==> config.mk <==
export PLATFORM = sky130hd
export DESIGN_NAME = seq_adder_nbit
export DESIGN_NICKNAME = d
export VERILOG_FILES = /design/src/rtl/seq_adder_nbit.sv
export SDC_FILE = /design/constraint.sdc
export NUM_CORES = 1
export LEC_CHECK = 0
export BUFFER_PORTS_ARGS = -buffer_cell sky130_fd_sc_hd__buf_2
export CORE_ASPECT_RATIO = 1.1
export CORE_MARGIN = 2
export CORE_UTILIZATION = 33
export CTS_CLUSTER_SIZE = 40
export DETAILED_ROUTE_END_ITERATION = 8
export GPL_ROUTABILITY_DRIVEN = 0
export GPL_TIMING_DRIVEN = 0
export PLACE_DENSITY = 0.51
export RECOVER_POWER = 50
export SLEW_MARGIN = 20
export SYNTH_ARGS = -nofsm -noshare
export SYNTH_HDL_FRONTEND = slang
export SYNTH_SLANG_ARGS = --single-unit
==> constraint.sdc <==
create_clock -name clk -period 3.54 [get_ports clk]
set_input_delay 0.354 -clock clk [delete_from_list [all_inputs] [get_ports clk]]
set_output_delay 0.354 -clock clk [all_outputs]
set_load 0.005 [all_outputs]
==> src/rtl/seq_adder_nbit.sv <==
// Multi-cycle WIDTH-bit add/subtract unit: CHUNK bits per clock through a registered carry,
// with a start/busy/done handshake and signed-overflow detection.
//
// state | meaning
// IDLE  | waiting for start; S/Cout/V hold the last result
// RUN   | adding one chunk per edge, LSB chunk first
module seq_adder_nbit #(
  parameter int WIDTH = 16,
  parameter int CHUNK = 4
) (
  input  logic             clk,
  input  logic             rst,
  input  logic             start,
  input  logic [WIDTH-1:0] A,
  input  logic [WIDTH-1:0] B,
  input  logic             Cin,
  input  logic             sub,
  output logic             busy,
  output logic             done,
  output logic [WIDTH-1:0] S,
  output logic             Cout,
  output logic             V
);

  localparam int NCH = WIDTH / CHUNK;
  localparam int CW  = (NCH > 1) ? $clog2(NCH) : 1;

  typedef enum logic {IDLE = 1'b0, RUN = 1'b1} state_t;

  state_t           r_state;
  state_t           w_next;
  logic [WIDTH-1:0] r_a;
  logic [WIDTH-1:0] r_bx;
  logic [WIDTH-1:0] r_res;
  logic             r_carry;
  logic             r_a_msb;
  logic             r_bx_msb;
  logic [CW-1:0]    r_cnt;
  logic [CHUNK-1:0] w_sum;
  logic             w_cout;
  logic             w_last;
  logic [WIDTH-1:0] w_sum_ext;
  logic [WIDTH-1:0] w_final;

  // Operands shift right each cycle so the active chunk is always the low CHUNK bits;
  // the result fills from the top so it is aligned once the last chunk lands.
  assign {w_cout, w_sum} = (CHUNK+1)'(r_a[CHUNK-1:0]) + (CHUNK+1)'(r_bx[CHUNK-1:0])
                         + (CHUNK+1)'(r_carry);
  assign w_sum_ext = WIDTH'(w_sum) << (WIDTH - CHUNK);
  assign w_final   = (r_res >> CHUNK) | w_sum_ext;
  assign w_last    = (r_cnt == CW'(NCH - 1));
  assign busy      = (r_state == RUN);

  always_ff @(posedge clk or posedge rst) begin
    if (rst) r_state <= IDLE;
    else     r_state <= w_next;
  end

  always_comb begin
    w_next = r_state;
    case (r_state)
      IDLE:    if (start)  w_next = RUN;
      RUN:     if (w_last) w_next = IDLE;
      default: w_next = IDLE;
    endcase
  end

  always_ff @(posedge clk or posedge rst) begin
    if (rst) begin
      r_a      <= '0;
      r_bx     <= '0;
      r_res    <= '0;
      r_carry  <= 1'b0;
      r_a_msb  <= 1'b0;
      r_bx_msb <= 1'b0;
      r_cnt    <= '0;
      done     <= 1'b0;
      S        <= '0;
      Cout     <= 1'b0;
      V        <= 1'b0;
    end else begin
      done <= 1'b0;
      case (r_state)
        IDLE: begin
          if (start) begin
            r_a      <= A;
            r_bx     <= sub ? ~B : B;
            r_carry  <= sub ? ~Cin : Cin;
            r_a_msb  <= A[WIDTH-1];
            r_bx_msb <= sub ? ~B[WIDTH-1] : B[WIDTH-1];
            r_cnt    <= '0;
          end
        end
        RUN: begin
          r_a     <= r_a >> CHUNK;
          r_bx    <= r_bx >> CHUNK;
          r_res   <= w_final;
          r_carry <= w_cout;
          r_cnt   <= r_cnt + CW'(1);
          if (w_last) begin
            S    <= w_final;
            Cout <= w_cout;
            V    <= (r_a_msb == r_bx_msb) && (w_final[WIDTH-1] != r_a_msb);
            done <= 1'b1;
          end
        end
        default: ;
      endcase
    end
  end

endmodule

==> results of run 1 <==
[per-stage QoR]
step	std cells	power (mW)
2_1_floorplan	278	2.07
3_3_place_gp	449	2.42
3_5_place_dp	450	2.46
4_1_cts	467	3.19
5_1_grt	467	3.39
6_report	467	3.13
[cell usage after synthesis, drive strengths merged]
cell,instances,area share (%)
dfrtp,69,56
nand2,49,6.0
o21ai,44,7.1
mux2,24,8.8
xnor2,18,5.1
mux2i,16,5.2
nor2,11,1.3
buf,10,1.7
clkbuf,7,0.85
inv,7,0.85
a211oi,4,0.97
ha,4,1.6
a21oi,3,0.61
fa,2,1.3
o31ai,2,0.49
a22o,1,0.28
a31oi,1,0.20
and3,1,0.37
nand3,1,0.16
nor2b,1,0.20
o211ai,1,0.24
o21a,1,0.24
or4,1,0.24
[final cells by class]
| class | instances | area share [%] |
|---|---|---|
| sequential | 69 | 46.0 |
| multi-input combinational | 185 | 33.3 |
| timing repair buffer | 56 | 8.03 |
| clock buffer | 12 | 4.13 |
| tap | 117 | 3.90 |
| buffer | 17 | 2.10 |
| clock inverter | 4 | 1.87 |
| inverter | 7 | 0.733 |
[repair_timing]
item	in CTS	in global routing
buffers inserted	0	0
hold buffers	1	0
endpoints found under the hold margin	15	0
[how the worst max path moves through the flow]
stage | endpoint | start | slack, ns | cells past startpoint
2_1_floorplan | Cout | rst | 1.45 | 1
3_3_place_gp | r_bx[12] | rst | 0.49 | 2
3_5_place_dp | V | r_a[0] | 1.73 | 5
4_1_cts | V | r_a[0] | 1.71 | 5
5_1_grt | S[4] | busy | 1.44 | 5
6_report | S[3] | busy | 1.63 | 5
[layout by cell type, fill, tap and decap left out, drive strengths merged, types with 6 or more instances in the layout]
cell type  count
dfrtp         69
buf           59
nand2         49
o21ai         44
clkbuf        25
mux2          24
xnor2         18
mux2i         16
nor2          11
inv            6
[kinds of logic after synthesis]
group | count (synthesis)
and+or+nand+nor | 64
DFF | 69
adders and majority gates | 6
xor gates and xnor gates | 18
buffers and inverters | 24
muxes | 40
AOI/OAI and AO/OA | 57
[power groups by stage]
stage / Combinational (mW) / Clock [mW] / Sequential, mW
2_1_floorplan: 0.745 / 0 / 1.33
3_3_place_gp: 1.06 / 0 / 1.37
3_5_place_dp: 1.09 / 0 / 1.37
4_1_cts: 1.09 / 0.739 / 1.36
5_1_grt: 1.20 / 0.780 / 1.41
6_report: 1.05 / 0.722 / 1.36
[state kept, by name, indices dropped and copies added, names as in the netlist]
name and count:
Cout 1, S 16, V 1, busy 1, done 1, r_a 16
r_a_msb 1, r_bx 16, r_bx_msb 1, r_carry 1, r_cnt 2, r_res 12
[per-layer routing]
layer	track usage, %	up-vias	part of all wire [%]
met5	0	-	0
met4	4.29	0	0.90
met3	4.79	4	5.1
met2	22.3	50	47
met1	18.4	1042	47
li1	-	1073	-
[worst register-to-register path, cell delays in order (launching register included)]
cell,delay (ns)
dfrtp_1,0.37
clkbuf_1,0.42
nand2_2,0.21
inv_2,0.23
buf_4,0.23
mux2_1,0.34
==> flow_metrics.env, run 1 <==
export IMPL_clkLatencyLatePin_ns=0.34
export IMPL_synth_xor_area_share_pct=5.11
export IMPL_drtIter0Drc=50
export IMPL_p_leak_nw=1.74
export IMPL_first_pass_iters=4
export IMPL_post_route_util_pct=40.8
export IMPL_syn2layout_area_growth_pct=21.8
export IMPL_hp_start="A[13]"
export IMPL_drc=0
export IMPL_hold_viol=0
export IMPL_fin_skew_ns=0.00673
export IMPL_cp_start_kind="flop"
export IMPL_core_rowCount=37
export IMPL_cp_top_family="buffers and inverters"
export IMPL_cts_root_buffer="clkbuf_8"
export IMPL_dp_hpwl_mm=4.75
export IMPL_wl_per_cell_um=14.0
export IMPL_stdcell_area_um2=3760
export IMPL_hold_worst_slack_ns=0.253
export IMPL_rrSetupSlack_ns=1.63
export IMPL_overflow=0
export IMPL_place_area_um2=3530
export IMPL_grt_start_max_net_pins=55
export IMPL_grt_pass1_vias=2222
export IMPL_fmax_ghz=0.524
export IMPL_crit_path_cell_trace="clkbuf_1, nand2_2, inv_2, buf_4, mux2_1"
export IMPL_end_kind="flop"
export IMPL_worstSetupPathType="reg -> reg"
export IMPL_required_ns=3.77
export IMPL_num_vias=2169
export IMPL_die_h_um=105
export IMPL_dieWidth_um=96.2
export IMPL_fin_crit_sh_pct=53.9
export IMPL_n_fill_cell=946
export IMPL_routed_wl_mm=6.53
export IMPL_switching_share_pct=33.6
export IMPL_r2r_start="busy"
export IMPL_p_seq_share_pct=43.3
export IMPL_min_delay_path_depth=3
export IMPL_antenna_cells=0
export IMPL_ys_seq_elements=69
export IMPL_cts_buffers=9
export IMPL_viasPerCell=4.64
export IMPL_synth_mux_area_share_pct=14.0
export IMPL_synth_cells=278
export IMPL_p_clk_share_pct=23.1
export IMPL_min_to="r_a[13]"
export IMPL_port_buffers=54
export IMPL_synth_simple_area_share_pct=8.36
export IMPL_cts_resized=0
export IMPL_internal_power_mw=2.08
export IMPL_post_route_min_period_ns=1.91
export IMPL_synth_seq_area_share_pct=56.0
export IMPL_switching_power_mw=1.05
export IMPL_dp_worst_setup_slack_ns=1.73
export IMPL_ys_warn_count=0
export IMPL_slew_violations=0
export IMPL_die_area_um2=10100
export IMPL_fin_ws_ns=1.63
export IMPL_finalNetCount=388
export IMPL_clk_pin_slew_worst_paths_ns=0.07
export IMPL_grt_use_total_pct=14.2
export IMPL_worst_pin_slew_ns=0.805
export IMPL_status="complete, no violations"
export IMPL_coreArea_um2=9210
export IMPL_irDropWorstVdd_uv=248
export IMPL_grt_pass1_wl_mm=10.9
export IMPL_clockBufferDepth=2
export IMPL_synth_compound_area_share_pct=10.2
export IMPL_cts_sinks=69
export IMPL_ff2ff_path_depth=5
export IMPL_p_per_area_nw_per_um2=833
export IMPL_layout_drive_gt1_share_pct=22.6
export IMPL_synth_nets=321
export IMPL_hp_class="in -> reg"
export IMPL_crit_arrival_ns=2.13
export IMPL_io_pins=57
export IMPL_r2r_end="S[3]"
export IMPL_cpMaxStageDelayCell="clkbuf_1"
export IMPL_synthAdderAreaFrac_pct=2.92
export IMPL_maxCapViolations=0
export IMPL_synth_area_per_cell_um2=11.1
export IMPL_rsz0062_at_grt="false"
export IMPL_antenna_left=0
export IMPL_regArea_um2=1730
export IMPL_cts_tree="yes"
export IMPL_p_comb_share_pct=33.6
export IMPL_syn_area_um2=3080
export IMPL_htreeDepth=3
export IMPL_critPathMaxFanout=10
export IMPL_multi_input_area_um2=1250
export IMPL_synth_top_family_by_area="multiplexers"
export IMPL_cp_slowest_stage_delay_ns=0.41
export IMPL_antenna_found_initial=0
export IMPL_worst_path_buf_inv=3
export IMPL_tns_ns=0
export IMPL_initial_core_util_pct=33.5
export IMPL_finalSetupViolCount=0
export IMPL_slew_headroom_pct=46.0
export IMPL_synth_lib_cells_used_distinct=29
(Power assumes the default switching activity.)
==> run 2: changes to the inputs <==
--- a/config.mk
+++ b/config.mk
@@ -13,7 +13,7 @@
 export DETAILED_ROUTE_END_ITERATION = 8
 export GPL_ROUTABILITY_DRIVEN = 0
 export GPL_TIMING_DRIVEN = 0
-export PLACE_DENSITY = 0.51
+export PLACE_DENSITY = 0.53
 export RECOVER_POWER = 50
 export SLEW_MARGIN = 20
 export SYNTH_ARGS = -nofsm -noshare
==> constraint.sdc (replaced) <==
create_clock -name clk -period 1.5 [get_ports clk]
set_input_delay 0.15 -clock clk [delete_from_list [all_inputs] [get_ports clk]]
set_output_delay 0.15 -clock clk [all_outputs]
set_load 0.005 [all_outputs]
==> run 2 against run 1 <==
The run now ends with negative setup slack left. Cell count rose by 1.5%. Clock skew rose by 0.0019 ns. Final area increased by 0.93%. First-iteration DRC count increased by 16%. Critical path depth increased by 1. Sequential cell count is the same. Routed wire length grew 3.5%. Global-route usage rose by 0.44 points.
==> flow_metrics.env, run 2 (synthesis gave the netlist of run 1 again) <==
export IMPL_hp_class="in -> reg"
export IMPL_antenna_left=0
export IMPL_cts_sinks=69
export IMPL_core_rowCount=37
export IMPL_post_route_min_period_ns=1.66
export IMPL_first_pass_iters=4
export IMPL_ff2ff_path_depth=6
export IMPL_p_seq_share_pct=44.1
export IMPL_clockBufferDepth=2
export IMPL_layout_drive_gt1_share_pct=24.6
export IMPL_overflow=0
export IMPL_switching_power_mw=2.59
export IMPL_worst_pin_slew_ns=0.717
export IMPL_num_vias=2222
export IMPL_clk_pin_slew_worst_paths_ns=0.07
export IMPL_hold_viol=0
export IMPL_crit_path_frequent_cell="fa_2"
export IMPL_cpMaxStageDelayCell="dfrtp_1"
export IMPL_required_ns=1.72
export IMPL_switching_share_pct=35.5
export IMPL_cts_root_buffer="clkbuf_8"
export IMPL_syn2layout_area_growth_pct=23.0
export IMPL_min_delay_path_depth=2
export IMPL_layout_commonest_cell="dfrtp_1"
export IMPL_antenna_cells=0
export IMPL_status="finished, violations left"
export IMPL_critPathMaxFanout=2
export IMPL_cp_top_family="adder cells"
export IMPL_routed_wl_mm=6.76
export IMPL_p_clk_share_pct=17.5
export IMPL_grt_pass1_vias=2356
export IMPL_end_kind="flop"
export IMPL_antenna_found_initial=0
export IMPL_io_pins=57
export IMPL_wl_per_cell_um=14.3
export IMPL_fin_skew_ns=0.00866
export IMPL_hold_worst_slack_ns=0.0507
export IMPL_port_buffers=54
export IMPL_internal_power_mw=4.71
export IMPL_die_h_um=105
export IMPL_cts_tree="yes"
export IMPL_total_power_mw=7.30
export IMPL_die_area_um2=10100
export IMPL_drtIter0Drc=58
export IMPL_clkLatencyLatePin_ns=0.33
export IMPL_initial_core_util_pct=33.5
export IMPL_fin_crit_sh_pct=111
export IMPL_multi_input_area_um2=1300
export IMPL_layout_common_cells="69 x dfrtp_1, 48 x nand2_1, 46 x buf_2, 42 x o21ai_1, 24 x clkbuf_1"
export IMPL_drc=0
export IMPL_finalSetupViolCount=11
export IMPL_stdcell_area_um2=3790
export IMPL_tns_ns=-1.12
export IMPL_grt_start_max_net_pins=32
export IMPL_place_area_um2=3570
export IMPL_p_leak_nw=1.72
export IMPL_cp_start_kind="flop"
export IMPL_fmax_ghz=0.603
export IMPL_maxCapViolations=0
export IMPL_dieWidth_um=96.2
export IMPL_htreeDepth=3
export IMPL_crit_path_cell_trace="fa_2, inv_2, fa_2, buf_4, xnor2_2, mux2_2"
export IMPL_worstSetupPathType="reg -> reg"
export IMPL_crit_arrival_ns=1.88
export IMPL_irDropWorstVdd_uv=591
export IMPL_reg_largest_list="S: 16 flops, r_a: 16 flops, r_bx: 16 flops"
export IMPL_finalNetCount=396
export IMPL_grt_use_total_pct=14.6
export IMPL_cp_slowest_stage_delay_ns=0.38
export IMPL_p_per_area_nw_per_um2=1930
export IMPL_slew_headroom_pct=51.9
export IMPL_n_fill_cell=942
export IMPL_regArea_um2=1730
export IMPL_dp_cells=451
export IMPL_worst_path_buf_inv=2
export IMPL_rsz0062_at_grt="true"
export IMPL_dp_hpwl_mm=4.97
export IMPL_path_depth=6
export IMPL_viasPerCell=4.69
export IMPL_violations="negative setup slack"
export IMPL_grt_pass1_wl_mm=11.3
export IMPL_slew_violations=0
export IMPL_cts_buffers=9
export IMPL_p_comb_share_pct=38.4
export IMPL_instances_no_fill=474
export IMPL_fin_ws_ns=-0.158
export IMPL_coreArea_um2=9210
run 2: cell types whose count changed in the layout (fill, tap and decap cells not counted), sizes merged:
| cell | delta |
|---|---|
| clkbuf | +11 |
| buf | -2 |
| bufinv | -2 |
run 2: what timing repair did:
item | CTS | global route
hold endpoints to repair | 15 | 0
resized for setup | 2 | 10
hold buffers | 1 | 0
pin swaps | 3 | 0
setup buffers | 5 | 2
setup endpoints to repair | 11 | 16
run 2: per-stage QoR:
stage,util [%],setup slack [ns]
4_1_cts,41.1,-0.180
6_report,41.2,-0.158
3_5_place_dp,38.7,-0.224
3_3_place_gp,38.3,-0.180
2_1_floorplan,-,-0.0688
5_1_grt,41.2,-0.261
run 2: area by class of cell:
type	instances	area share [%]
plain buffers	17	2.21
clock buffers	13	3.93
clock inverters	2	0.264
inverters	7	0.924
multi-input cells	185	34.2
flip-flops and latches	69	45.5
well taps	117	3.86
repair buffers	64	9.04
run 2: path summary, 6_finish.rpt:
check | start | to | slack [ns]
max | r_a[0] | r_res[14] | -0.16
min in group asynchronous | rst | r_a[1] | 0.43
min reg2reg | S[9] | S[9] | 0.48
min | A[15] | r_a_msb | 0.05
max reg2reg | r_a[0] | r_res[14] | -0.16
max in group asynchronous | rst | r_res[6] | 0.04
run 2: routing by layer:
metal	track usage, %	wire length, µm	vias to the layer above
li1	-	-	1094
met1	19.2	3160	1070
met2	23.8	3240	49
met3	2.57	280	9
met4	5.82	79	0
met5	0	0	-
run 2: power groups by stage:
stage	registers, mW	clock network (mW)	logic [mW]
floorplan	3.14	0	1.83
global placement	3.22	0	2.57
detailed placement	3.27	0	2.66
CTS	3.23	1.33	2.80
global route	3.34	1.41	3.19
finish	3.22	1.28	2.80
==> run 3: changes to the inputs <==
--- a/config.mk
+++ b/config.mk
@@ -13,8 +13,9 @@
 export DETAILED_ROUTE_END_ITERATION = 8
 export GPL_ROUTABILITY_DRIVEN = 0
 export GPL_TIMING_DRIVEN = 0
-export PLACE_DENSITY = 0.53
+export PLACE_DENSITY = 0.61
 export RECOVER_POWER = 50
+export SETUP_SLACK_MARGIN = 0.2
 export SLEW_MARGIN = 20
 export SYNTH_ARGS = -nofsm -noshare
 export SYNTH_HDL_FRONTEND = slang
==> run 3 against run 2 <==
The flow still finishes with violations (negative setup slack). First-iteration DRC count up 14%. Critical path depth down 1. Worst setup slack worse by 0.0073 ns. Final area up 2.5%. Non-clock buffer count up 2. Sequential share of layout area down 1.1 points. Utilization up 1.0 points. Worst hold slack better by 0.0040 ns. Die area unchanged. Highest routed layer unchanged.
==> flow_metrics.env, run 3 (synthesis gave the netlist of run 1 again) <==
export IMPL_maxCapViolations=0
export IMPL_io_pins=57
export IMPL_dp_hpwl_mm=4.95
export IMPL_finalNetCount=398
export IMPL_drtIter0Drc=66
export IMPL_p_leak_nw=1.82
export IMPL_wl_per_cell_um=14.6
export IMPL_grt_use_total_pct=14.6
export IMPL_min_to="r_a_msb"
export IMPL_coreArea_um2=9210
export IMPL_cts_tree="yes"
export IMPL_total_power_mw=7.89
export IMPL_rrSetupSlack_ns=-0.17
export IMPL_slew_headroom_pct=44.0
export IMPL_r2r_end="V"
export IMPL_worst_pin_slew_ns=0.840
export IMPL_cts_buffers=9
export IMPL_stdcell_area_um2=3890
export IMPL_min_delay_path_depth=2
export IMPL_fmax_ghz=0.600
export IMPL_grt_pass1_vias=2291
export IMPL_die_area_um2=10100
export IMPL_slew_violations=0
export IMPL_violations="negative setup slack"
export IMPL_p_per_area_nw_per_um2=2030
export IMPL_drc=0
export IMPL_irDropWorstVdd_uv=648
export IMPL_critPathMaxFanout=4
export IMPL_grt_pass1_wl_mm=11.3
export IMPL_cts_root_buffer="clkbuf_8"
export IMPL_layout_common_cells="69 x dfrtp_1, 55 x buf_2, 48 x nand2_1, 43 x o21ai_1, 20 x mux2_1"
export IMPL_clk_pin_slew_worst_paths_ns=0.08
export IMPL_reg_largest_list="S: 16 flops, r_a: 16 flops, r_bx: 16 flops"
export IMPL_crit_arrival_ns=1.93
export IMPL_antenna_cells=0
export IMPL_fin_skew_ns=0.0117
export IMPL_grt_start_max_net_pins=35
export IMPL_dieWidth_um=96.2
export IMPL_crit_path_cell_trace="ha_4, nand3_2, and3_4, or4_1, a31oi_1"
export IMPL_cp_top_family="simple AND/OR/NAND/NOR gates"
export IMPL_fin_crit_sh_pct=111
export IMPL_worstSetupPathType="reg -> reg"
export IMPL_hold_viol=0
export IMPL_r2r_start="r_a[2]"
export IMPL_clockBufferDepth=2
export IMPL_status="finished, violations left"
export IMPL_post_route_min_period_ns=1.67
export IMPL_viasPerCell=4.74
export IMPL_layout_drive_gt1_share_pct=30.6
export IMPL_cp_start_kind="flop"
export IMPL_end_kind="flop"
export IMPL_hp_class="in -> reg"
export IMPL_antenna_left=0
export IMPL_htreeDepth=3
export IMPL_overflow=0
export IMPL_dp_worst_setup_slack_ns=-0.169
export IMPL_die_h_um=105
export IMPL_hp_start="A[15]"
export IMPL_cpMaxStageDelayCell="or4_1"
export IMPL_clkLatencyLatePin_ns=0.34
export IMPL_num_vias=2260
export IMPL_initial_core_util_pct=33.5
export IMPL_syn2layout_area_growth_pct=26.1
export IMPL_cp_slowest_stage_delay_ns=0.46
export IMPL_layout_commonest_cell="dfrtp_1"
export IMPL_port_buffers=54
export IMPL_antenna_found_initial=0
export IMPL_rsz0062_at_grt="true"
export IMPL_fin_ws_ns=-0.166
export IMPL_required_ns=1.77
export IMPL_routed_wl_mm=6.96
export IMPL_place_area_um2=3580
export IMPL_worst_path_buf_inv=0
export IMPL_core_rowCount=37
export IMPL_first_pass_iters=4
export IMPL_cts_sinks=69
export IMPL_ff2ff_path_depth=5
export IMPL_finalSetupViolCount=7
run 3: cell count changes in the layout (fill, tap and decap cells not counted), sizes merged:
cell    delta
clkinv     +1
bufinv     +2
clkbuf    -11
buf       +11
run 3: area by class of cell:
cell class,instances,area (µm²)
Buffer,17,103
Clock buffer,11,131
Clock inverter,5,75.1
Fill cell,918,5330
Inverter,7,35.0
Multi-Input combinational cell,185,1320
Sequential cell,69,1730
Tap cell,117,146
Timing Repair Buffer,66,354
run 3: routing by layer:
metal / vias up / wire length [µm] / track usage [%]
met3: 10 / 316 / 2.72
met2: 62 / 3480 / 22.9
met5: - / 0 / 0
met4: 0 / 102 / 5.92
li1: 1093 / - / -
met1: 1095 / 3060 / 19.7
run 3: worst max path at each step:
stage	start	slack [ns]	endpoint	cells past startpoint
after floorplan	r_bx[2]	-0.07	V	5
after global routing	r_carry	-0.24	r_carry	7
final	r_a[2]	-0.17	V	5
after global placement	r_carry	-0.14	r_carry	7
after detailed placement	r_carry	-0.17	r_carry	7
after CTS	r_carry	-0.18	r_carry	7
run 3: repair_timing:
action	4_1_cts	5_1_grt
buffers inserted	5	4
endpoints found under the setup margin	38	58
pin swaps	6	0
hold buffers	1	0
resized for setup	6	15
endpoints found under the hold margin	69	0
run 3: power breakdown:
part	internal (mW)	switching [mW]
registers	2.72	0.514
logic	1.55	1.50
clock network	0.930	0.679
run 3: per-stage QoR:
stage | util (%) | instances | hold WS (ns) | setup TNS, ns
6_report | 42.2 | 477 | 0.0547 | -0.696
4_1_cts | 41.8 | 473 | 0.0537 | -0.634
3_5_place_dp | 38.9 | 451 | 0.0664 | -0.624
5_1_grt | 42.2 | 477 | 0.0549 | -1.23
3_3_place_gp | 38.4 | 449 | 0.398 | -0.407
2_1_floorplan | - | 278 | 0.282 | -0.122
run 3: worst reg2reg max path: cells and delay by family (launching register included):
kind / cells / cell delay (ns)
DFF: 1 / 0.42
and+or+nand+nor: 3 / 0.75
adders and majority gates: 1 / 0.30
AOI/OAI and AO/OA: 1 / 0.13
